[src/rtl/fetch_pkg.sv]
// fetch_pkg -- shared types and constants for the instruction-fetch front end.
//   fetch_state_t : sequencer states (IDLE, RUN, DRAIN, DONE)
//   FETCH_Q_DEPTH : number of entries in the fetch queue
package fetch_pkg;

  typedef enum logic [1:0] {
    IDLE  = 2'd0,
    RUN   = 2'd1,
    DRAIN = 2'd2,
    DONE  = 2'd3
  } fetch_state_t;

  localparam int FETCH_Q_DEPTH = 2;

endpackage

[src/rtl/fetch_queue.sv]
// fetch_queue -- small FIFO holding fetched {pc, instruction} pairs.
// Ports:
//   clk, rst_n      : clock, asynchronous active-low reset
//   push_i, push_data_i : write one entry at the tail
//   pop_i           : remove the head entry
//   flush_i         : discard all entries (wins over push/pop)
//   count_o         : number of valid entries
//   head_o          : head entry (stale contents when count_o is 0)
// The caller guarantees no push when full without a matching pop and no
// pop when empty.
module fetch_queue
  import fetch_pkg::*;
#(
  parameter int W = 19,
  localparam int PTR_W = $clog2(FETCH_Q_DEPTH),
  localparam int CNT_W = $clog2(FETCH_Q_DEPTH + 1)
) (
  input  logic             clk,
  input  logic             rst_n,
  input  logic             push_i,
  input  logic [W-1:0]     push_data_i,
  input  logic             pop_i,
  input  logic             flush_i,
  output logic [CNT_W-1:0] count_o,
  output logic [W-1:0]     head_o
);

  logic [W-1:0]     mem_q [FETCH_Q_DEPTH];
  logic [PTR_W-1:0] rd_ptr_q;
  logic [PTR_W-1:0] wr_ptr_q;
  logic [CNT_W-1:0] count_q;

  // Depth is a power of two, so the pointers wrap naturally.
  always_ff @(posedge clk or negedge rst_n) begin
    if (!rst_n) begin
      for (int i = 0; i < FETCH_Q_DEPTH; i++) begin
        mem_q[i] <= '0;
      end
      rd_ptr_q <= '0;
      wr_ptr_q <= '0;
      count_q  <= '0;
    end else if (flush_i) begin
      rd_ptr_q <= '0;
      wr_ptr_q <= '0;
      count_q  <= '0;
    end else begin
      if (push_i) begin
        mem_q[wr_ptr_q] <= push_data_i;
        wr_ptr_q        <= wr_ptr_q + PTR_W'(1);
      end
      if (pop_i) begin
        rd_ptr_q <= rd_ptr_q + PTR_W'(1);
      end
      case ({push_i, pop_i})
        2'b10:   count_q <= count_q + CNT_W'(1);
        2'b01:   count_q <= count_q - CNT_W'(1);
        default: count_q <= count_q;
      endcase
    end
  end

  assign count_o = count_q;
  assign head_o  = mem_q[rd_ptr_q];

endmodule

[src/rtl/fetch_unit.sv]
// fetch_unit -- instruction-fetch front end: program counter, runtime-writable
// jump table, 2-entry fetch queue and a small run/drain/done sequencer.
// Optional feature macro: FETCH_PERF_EN adds saturating cycle and
// instruction counters (parameter CNT_W, ports cyc_cnt/instr_cnt).
// Ports:
//   clk, reset_n            : clock, asynchronous active-low reset
//   start                   : pulse, (re)start at START_ADDR
//   imem_addr / imem_data   : combinational instruction ROM interface
//   lut_wr_en/ptr/data      : jump-table write port
//   br_valid/abs/ptr/off    : taken branch (absolute via table or relative)
//   instr_valid/ready/out/pc: decoder handshake and queue head
//   busy                    : sequencer in RUN or DRAIN
//   done                    : program drained, held until start
module fetch_unit
  import fetch_pkg::*;
#(
  parameter int          PC_W       = 10,
  parameter int          INSTR_W    = 9,
  parameter int          LUT_DEPTH  = 16,
  parameter int          OFF_W      = 6,
  parameter int unsigned START_ADDR = 0,
  parameter int unsigned PROG_END   = (1 << PC_W) - 1,
`ifdef FETCH_PERF_EN
  parameter int          CNT_W      = 16,
`endif
  localparam int         LUT_PTR_W  = $clog2(LUT_DEPTH)
) (
  input  logic                 clk,
  input  logic                 reset_n,
  input  logic                 start,
  output logic [PC_W-1:0]      imem_addr,
  input  logic [INSTR_W-1:0]   imem_data,
  input  logic                 lut_wr_en,
  input  logic [LUT_PTR_W-1:0] lut_wr_ptr,
  input  logic [PC_W-1:0]      lut_wr_data,
  input  logic                 br_valid,
  input  logic                 br_abs,
  input  logic [LUT_PTR_W-1:0] br_ptr,
  input  logic [OFF_W-1:0]     br_off,
  output logic                 instr_valid,
  input  logic                 instr_ready,
  output logic [INSTR_W-1:0]   instr_out,
  output logic [PC_W-1:0]      instr_pc,
  output logic                 busy,
`ifdef FETCH_PERF_EN
  output logic [CNT_W-1:0]     cyc_cnt,
  output logic [CNT_W-1:0]     instr_cnt,
`endif
  output logic                 done
);

  localparam logic [PC_W-1:0] START_PC = PC_W'(START_ADDR);
  localparam logic [PC_W-1:0] END_PC   = PC_W'(PROG_END);
  localparam int              QW       = PC_W + INSTR_W;
  localparam int              QCNT_W   = $clog2(FETCH_Q_DEPTH + 1);

  fetch_state_t    state_q, state_d;
  logic [PC_W-1:0] pc_q, pc_d;
  logic [PC_W-1:0] last_pc_q;
  logic [PC_W-1:0] lut_q [LUT_DEPTH];
  logic [PC_W-1:0] br_target;

  logic              active;
  logic              flush;
  logic              take_branch;
  logic              push;
  logic              pop;
  logic              q_space;
  logic [QCNT_W-1:0] q_count;
  logic [QW-1:0]     q_head;

  assign active      = (state_q == RUN) || (state_q == DRAIN);
  assign take_branch = br_valid && active && !start;
  // Any redirect (restart or branch) empties the queue; the head is hidden
  // in that cycle so the decoder never consumes an entry being discarded.
  assign flush       = start || (br_valid && active);

  assign instr_valid = (q_count != '0) && !flush;
  assign pop         = instr_valid && instr_ready;
  // A full queue still accepts a push when the head leaves in the same cycle.
  assign q_space     = (q_count < QCNT_W'(FETCH_Q_DEPTH)) || pop;
  assign push        = (state_q == RUN) && !flush && q_space;

  // Table read is from the registers, so a same-cycle write is not seen.
  assign br_target = br_abs ? lut_q[br_ptr]
                            : last_pc_q + PC_W'($signed(br_off));

  fetch_queue #(
    .W (QW)
  ) u_queue (
    .clk         (clk),
    .rst_n       (reset_n),
    .push_i      (push),
    .push_data_i ({pc_q, imem_data}),
    .pop_i       (pop),
    .flush_i     (flush),
    .count_o     (q_count),
    .head_o      (q_head)
  );

  assign {instr_pc, instr_out} = q_head;
  assign imem_addr = pc_q;
  assign busy      = active;
  assign done      = (state_q == DONE);

  // Next-state / next-PC.
  always_comb begin
    state_d = state_q;
    pc_d    = pc_q;
    if (start) begin
      state_d = RUN;
      pc_d    = START_PC;
    end else if (take_branch) begin
      state_d = RUN;
      pc_d    = br_target;
    end else begin
      case (state_q)
        RUN: begin
          if (push) begin
            if (pc_q == END_PC) begin
              state_d = DRAIN;
            end else begin
              pc_d = pc_q + PC_W'(1);
            end
          end
        end
        DRAIN: begin
          // No fetches here, so the last pop leaves the queue empty.
          if (pop && (q_count == QCNT_W'(1))) begin
            state_d = DONE;
          end
        end
        default: begin
          state_d = state_q;
        end
      endcase
    end
  end

  always_ff @(posedge clk or negedge reset_n) begin
    if (!reset_n) begin
      state_q   <= IDLE;
      pc_q      <= START_PC;
      last_pc_q <= '0;
    end else begin
      state_q <= state_d;
      pc_q    <= pc_d;
      if (pop) begin
        last_pc_q <= instr_pc;
      end
    end
  end

  always_ff @(posedge clk or negedge reset_n) begin
    if (!reset_n) begin
      for (int i = 0; i < LUT_DEPTH; i++) begin
        lut_q[i] <= '0;
      end
    end else if (lut_wr_en) begin
      lut_q[lut_wr_ptr] <= lut_wr_data;
    end
  end

`ifdef FETCH_PERF_EN
  logic [CNT_W-1:0] cyc_cnt_q;
  logic [CNT_W-1:0] instr_cnt_q;

  always_ff @(posedge clk or negedge reset_n) begin
    if (!reset_n) begin
      cyc_cnt_q   <= '0;
      instr_cnt_q <= '0;
    end else if (start) begin
      cyc_cnt_q   <= '0;
      instr_cnt_q <= '0;
    end else begin
      if (active && (cyc_cnt_q != '1)) begin
        cyc_cnt_q <= cyc_cnt_q + CNT_W'(1);
      end
      if (pop && (instr_cnt_q != '1)) begin
        instr_cnt_q <= instr_cnt_q + CNT_W'(1);
      end
    end
  end

  assign cyc_cnt   = cyc_cnt_q;
  assign instr_cnt = instr_cnt_q;
`endif

endmodule
[config.mk]
export PLATFORM = sky130hd
export DESIGN_NAME = fetch_unit
export DESIGN_NICKNAME = d
export VERILOG_FILES = /design/src/rtl/fetch_pkg.sv /design/src/rtl/fetch_queue.sv /design/src/rtl/fetch_unit.sv
export SDC_FILE = /design/constraint.sdc
export NUM_CORES = 1
export LEC_CHECK = 0
export CAP_MARGIN = 0
export CORE_MARGIN = 8
export CORE_UTILIZATION = 51
export DETAILED_ROUTE_END_ITERATION = 7
export MAX_ROUTING_LAYER = met4
export PLACE_DENSITY = 0.72
export SLEW_MARGIN = 5
export SYNTH_ARGS = -nofsm -noshare
export SYNTH_HDL_FRONTEND = slang
export SYNTH_HIERARCHICAL = 1
export SYNTH_SLANG_ARGS = --single-unit
[constraint.sdc]
create_clock -name clk -period 5.31 [get_ports clk]
set_input_delay 1.062 -clock clk [delete_from_list [all_inputs] [get_ports clk]]
set_output_delay 1.062 -clock clk [all_outputs]
set_load 0.03 [all_outputs]
=== Word-level counts from Yosys, hierarchy flattened ===
Cells that the tools add are included.

* Register bits: 224
* Input port bits: 40
* Output and inout port bits: 32
* Logic and storage cells: 107

* $add $sub $neg: 6
* Magnitude comparators: 7
* Equality and inequality tests: 11
* Mux-type cells: 30
* Bitwise logic cells: 5
* Reduce and logical (&&, ||, !) cells: 24

{| class="wikitable"
|+ Operators with widths
! operator !! count
|-
| $bwmux 160 || 1
|-
| $mux 10 || 9
|-
| $mux 19 || 4
|-
| $bmux 10 s4 || 1
|-
| $demux 10 s4 || 1
|-
| $bwmux 38 || 1
|-
| $demux 19 s1 || 1
|-
| $mux 2 || 6
|-
| $ne 4x3->1 const B || 3
|-
| $add 10x1->10 const B || 1
|-
| $add 10x10->10 || 1
|-
| $eq 10x10->1 const B || 1
|-
| $ge 5x5->1 const B || 2
|-
| $not 4->5 || 2
|-
| $logic_and 1x1->1 || 9
|-
| $reduce_bool 3->1 || 3
|-
| $pmux 2 s2 || 2
|-
| $eq 2x1->1 const B || 3
|-
| $eq 2x2->1 const B || 3
|-
| $reduce_bool 2->1 || 3
|-
| $lt 5x1->1 const B || 1
|-
| $ge 2x2->1 const B || 2
|-
| $mux 1 || 4
|-
| $not 1->2 || 2
|-
| 13 further kinds || 17
|}

=== Longest topological paths before layout ===
* Word-level depth: 13
* Depth in mapped cells: 11
* Depth with buffers taken out: 9

=== By module ===
The synthesis kept the hierarchy.

{| class="wikitable"
|+ By module, submodules not included
! module !! times used !! cells an instance !! area each (µm²) !! sequential area each (µm²)
|-
| fetch_unit || 1 || 651 || 9153.8 || 4554.4
|-
| fetch_queue || 1 || 119 || 1933.1 || 1051.0
|}

=== Least setup slack after synthesis ===
No wires, ideal clock.

* Path type: input -> output
* Start: in br_valid
* End: out instr_valid
* Arrival time: 2208 ps
* Data required time: 4248 ps
* Path slack: 2040 ps
* Stages: 5
* Path buffers: 1
* Cell sequence: nor2b_1 buf_2 nor2_1 inv_1 nor2_1

* Word-level cells in the longest chain between the ends: 4

{| class="wikitable"
|+ Ends and longest elaborated chain
! what !! RTL line !! source
|-
| start, declared || fetch_unit.sv:36 || <nowiki>input logic br_valid,</nowiki>
|-
| $logic_and 1x1->1 || fetch_unit.sv:76 || <nowiki>assign flush = start || (br_valid && active);</nowiki>
|-
| $logic_or 1x1->1 || fetch_unit.sv:76 ||
|-
| named net flush || fetch_unit.sv:64 || <nowiki>logic flush;</nowiki>
|-
| $logic_not 1->1 || fetch_unit.sv:78 || <nowiki>assign instr_valid = (q_count != '0) && !flush;</nowiki>
|-
| $logic_and 1x1->1 || fetch_unit.sv:78 ||
|-
| end, declared || fetch_unit.sv:40 || <nowiki>output logic instr_valid,</nowiki>
|}

The timed path passes the listed nets, and every way through them passes these cells.

=== Worst setup path in the final report ===
Same ends and word-level chain as after synthesis.

==> summary.txt <==
Status
  • Status: finished clean

Setup path
  • WP data required: ~4300 ps
  • Setup crit end kind: primary output
  • Crit Reg-Reg Endpoint: u_queue/mem_q[19]$_DFFE_PN0P_
  • CP Class: input port to primary output
  • Worst EP arrival: around 3400 ps
  • CP Cell Sequence: clkdlybuf4s50_1 -> nor2b_1 -> buf_4 -> nor2_1 -> inv_1 -> nor2_1 -> clkdlybuf4s50_1
  • Critical Path Slowest Stage Cell: clkdlybuf4s50_1
  • CP Launch Type: input port
  • Critical R2R Launch: state_q[0]$_DFFE_PN0P_
  • CP peak stage delay: 700 ps
  • R2r setup slk: 1810 ps
  • Reg2reg path depth: 10
  • Crit-path max FO: 12

Timing
  • Tmin final: ~4400 ps
  • Final count of hold timing violations: 0
  • Clock skew: 18.3 ps
  • Worst hold slack: 496 ps
  • Slew @ Worst Pin: 1090 ps
  • Slew Limit Fails: 0
  • Period Utilization, post-route: 83.4%
  • Fin worst setup slack: around 880 ps
  • Setup_tns: 0 ps
  • RSZ-0062 raised after global routing: no
  • Rel. slew slack: 27.6%
  • Endpoints failing setup: 0
  • Fmax: 0.226 GHz

GRT
  • Initial antenna violation count: 0
  • GRT Util Overall: roughly a fifth
  • Total grt overflow: 0
  • Largest net degree at the start of global routing: 134
  • Vias in the first global route: 7494
  • First-pass GRT wire length: 42800 um

Clocking
  • # Post-CTS Setup Buffers: 0
  • CTS Buffer Depth: 3
  • Clock Tree Root: clkbuf_16
  • H-tree Lvls: 1
  • CTS sink cnt: 224
  • Num CTS Buffers: 25
  • Clock slew at reported path FFs: 50 ps
  • Post-CTS Resized: 0
  • Hold Buf Count CTS: 0
  • CTS tree: yes
  • Clock Latency Late Sink: 540 ps

Synthesis
  • Synth area leaders: dfrtp_1 (51%), mux2_2 (22%), mux4_2 (5.5%), mux4_1 (3.3%), mux2_4 (2.7%)
  • Ys async rst share: 100%
  • Mapped cell area: 0.0111 mm2
  • Top FF cell, synth: dfrtp_1
  • Synth top area share: 50.6%
  • Syn Area/Cell: 14.4 um2
  • Post-synth cell types: 55
  • YS warnings: 6
  • Syn_nets: 824
  • Syn Inst Count: 770
  • Largest area contributor in the netlist: dfrtp_1
  • FF+latch count, synth: ~220
  • Seq/Total Area, Yosys: between 50% and 60%
  • EDFF count, synth: 0

Route
  • DR vias/cell: around 6.0
  • Avg WL per Cell: 23.5 um
  • Vias: 6851
  • DRT antenna net count: 0
  • Router iterations before antenna repair: 4
  • Total wire length: approximately 27000 um
  • DRC Markers: 0
  • DR iter-0 viols: 320

Place
  • Post-DP HPWL: between 15000 and 20000 um
  • Number of port buffers: 71
  • GPL Wtd Cong: 0.868
  • Place WS: 922 ps

Pwr
  • Cell Pwr Density: 390 mW/mm2
  • Max IR drop VDD: 0.311 mV
  • Leak: 5.63 nW
  • Total power: 5.02 mW

Die
  • Row cnt: between 50 and 60
  • Die H: 163 um
  • Initial Util: 51.4%
  • Die X: 163 um
  • Core footprint: 0.0216 mm2
  • Ports: 72
  • Full die area: 0.0267 mm2

Worst hold path
  • Hold path depth: 1
  • Worst Hold Path EP: lut_q[114]$_DFFE_PN0P_
  • Min-delay worst type: flip-flop to flip-flop
  • Hold_sp: lut_q[114]$_DFFE_PN0P_

Final layout
  • Core Util, Final: about 60%
  • Antenna fix cells: 0
  • Most frequent cells in the layout: dfrtp_1 (224), mux2_2 (213), clkdlybuf4s50_1 (68)
  • P&R area growth vs syn: 16.1%
  • Nets: 896
  • Ratio of cells with drive above 1 in the final layout: a little under two fifths
  • Most common cell after layout, fill and taps aside: dfrtp_1

Job
  • Max Cap Violations: 0
stage by stage:
stage / cell area (um2) / cells
3_3_place_gp: 12000 / 1095
5_1_grt: 12900 / 1139
2_1_floorplan: 11100 / 770
6_report: 12900 / 1139
4_1_cts: 12900 / 1139
3_5_place_dp: 12000 / 1095
synth_stat cells, types with 3 or more instances:
library cell	count
dfrtp_1	224
mux2_2	213
nor2_1	28
mux4_2	27
clkbuf_1	20
mux2_4	20
mux2i_1	17
mux4_1	14
nand2_1	14
ha_1	13
o21ai_0	13
buf_2	12
nand2b_1	12
nor3_1	11
a21oi_1	10
inv_1	9
nand4_1	9
a211oi_1	8
nand3_1	8
buf_6	7
nor4_1	6
xor2_1	6
xnor2_1	5
a2111oi_0	4
and3_1	4
nand3b_1	4
nor3b_1	4
o31ai_1	4
a21o_1	3
o22ai_1	3
o31a_1	3
or3_1	3
area by class of cell:
class                      count  area, um2
clock buffer                  37        721
clock inverter                 7        128
fill                        1619       8680
inverter                       9       33.8
multi-input combinational    494       5190
sequential                   224       5610
tap                          280        350
timing repair buffer          88        845
critical path: cells and delay by family:
kind | cells | cell delay [ps]
buffers and inverters | 4 | 1610
and+or+nand+nor | 3 | 690
routing by layer:
metal	vias up	part of all wire (%)	track usage, %
met2	166	50	35.3
met4	0	2.5	5.55
met5	-	0	-
met1	3598	44	26.4
met3	54	3.8	2.72
li1	3033	-	-
registers in the layout, summed over array words and instances (netlist names):
signal            cells
u_queue/mem_q        38
imem_addr            10
u_queue/rd_ptr_q      1
last_pc_q            10
lut_q               160
u_queue/wr_ptr_q      1
state_q               2
u_queue/count_o       2
where the power goes:
part           switching (mW)  internal [mW]  total, mW
clock network           0.683           1.09       1.77
registers               0.186           2.05       2.24
logic                   0.435          0.583       1.02
cell families after synthesis:
group	count (synthesis)	synth area share, %
muxes	291	34.7
DFF	224	50.6
and+or+nand+nor	115	5.61
AOI/OAI and AO/OA	63	3.90
buffers and inverters	52	2.73
adders and majority gates	14	1.65
xor gates and xnor gates	11	0.869
how the worst max path moves through the flow:
stage | start | endpoint
finish | br_valid | instr_valid
global route | br_valid | instr_valid
CTS | br_valid | instr_valid
detailed placement | br_valid | instr_valid
global placement | br_valid | instr_valid
floorplan | br_valid | instr_valid
Power figures use the tool's default switching activity.
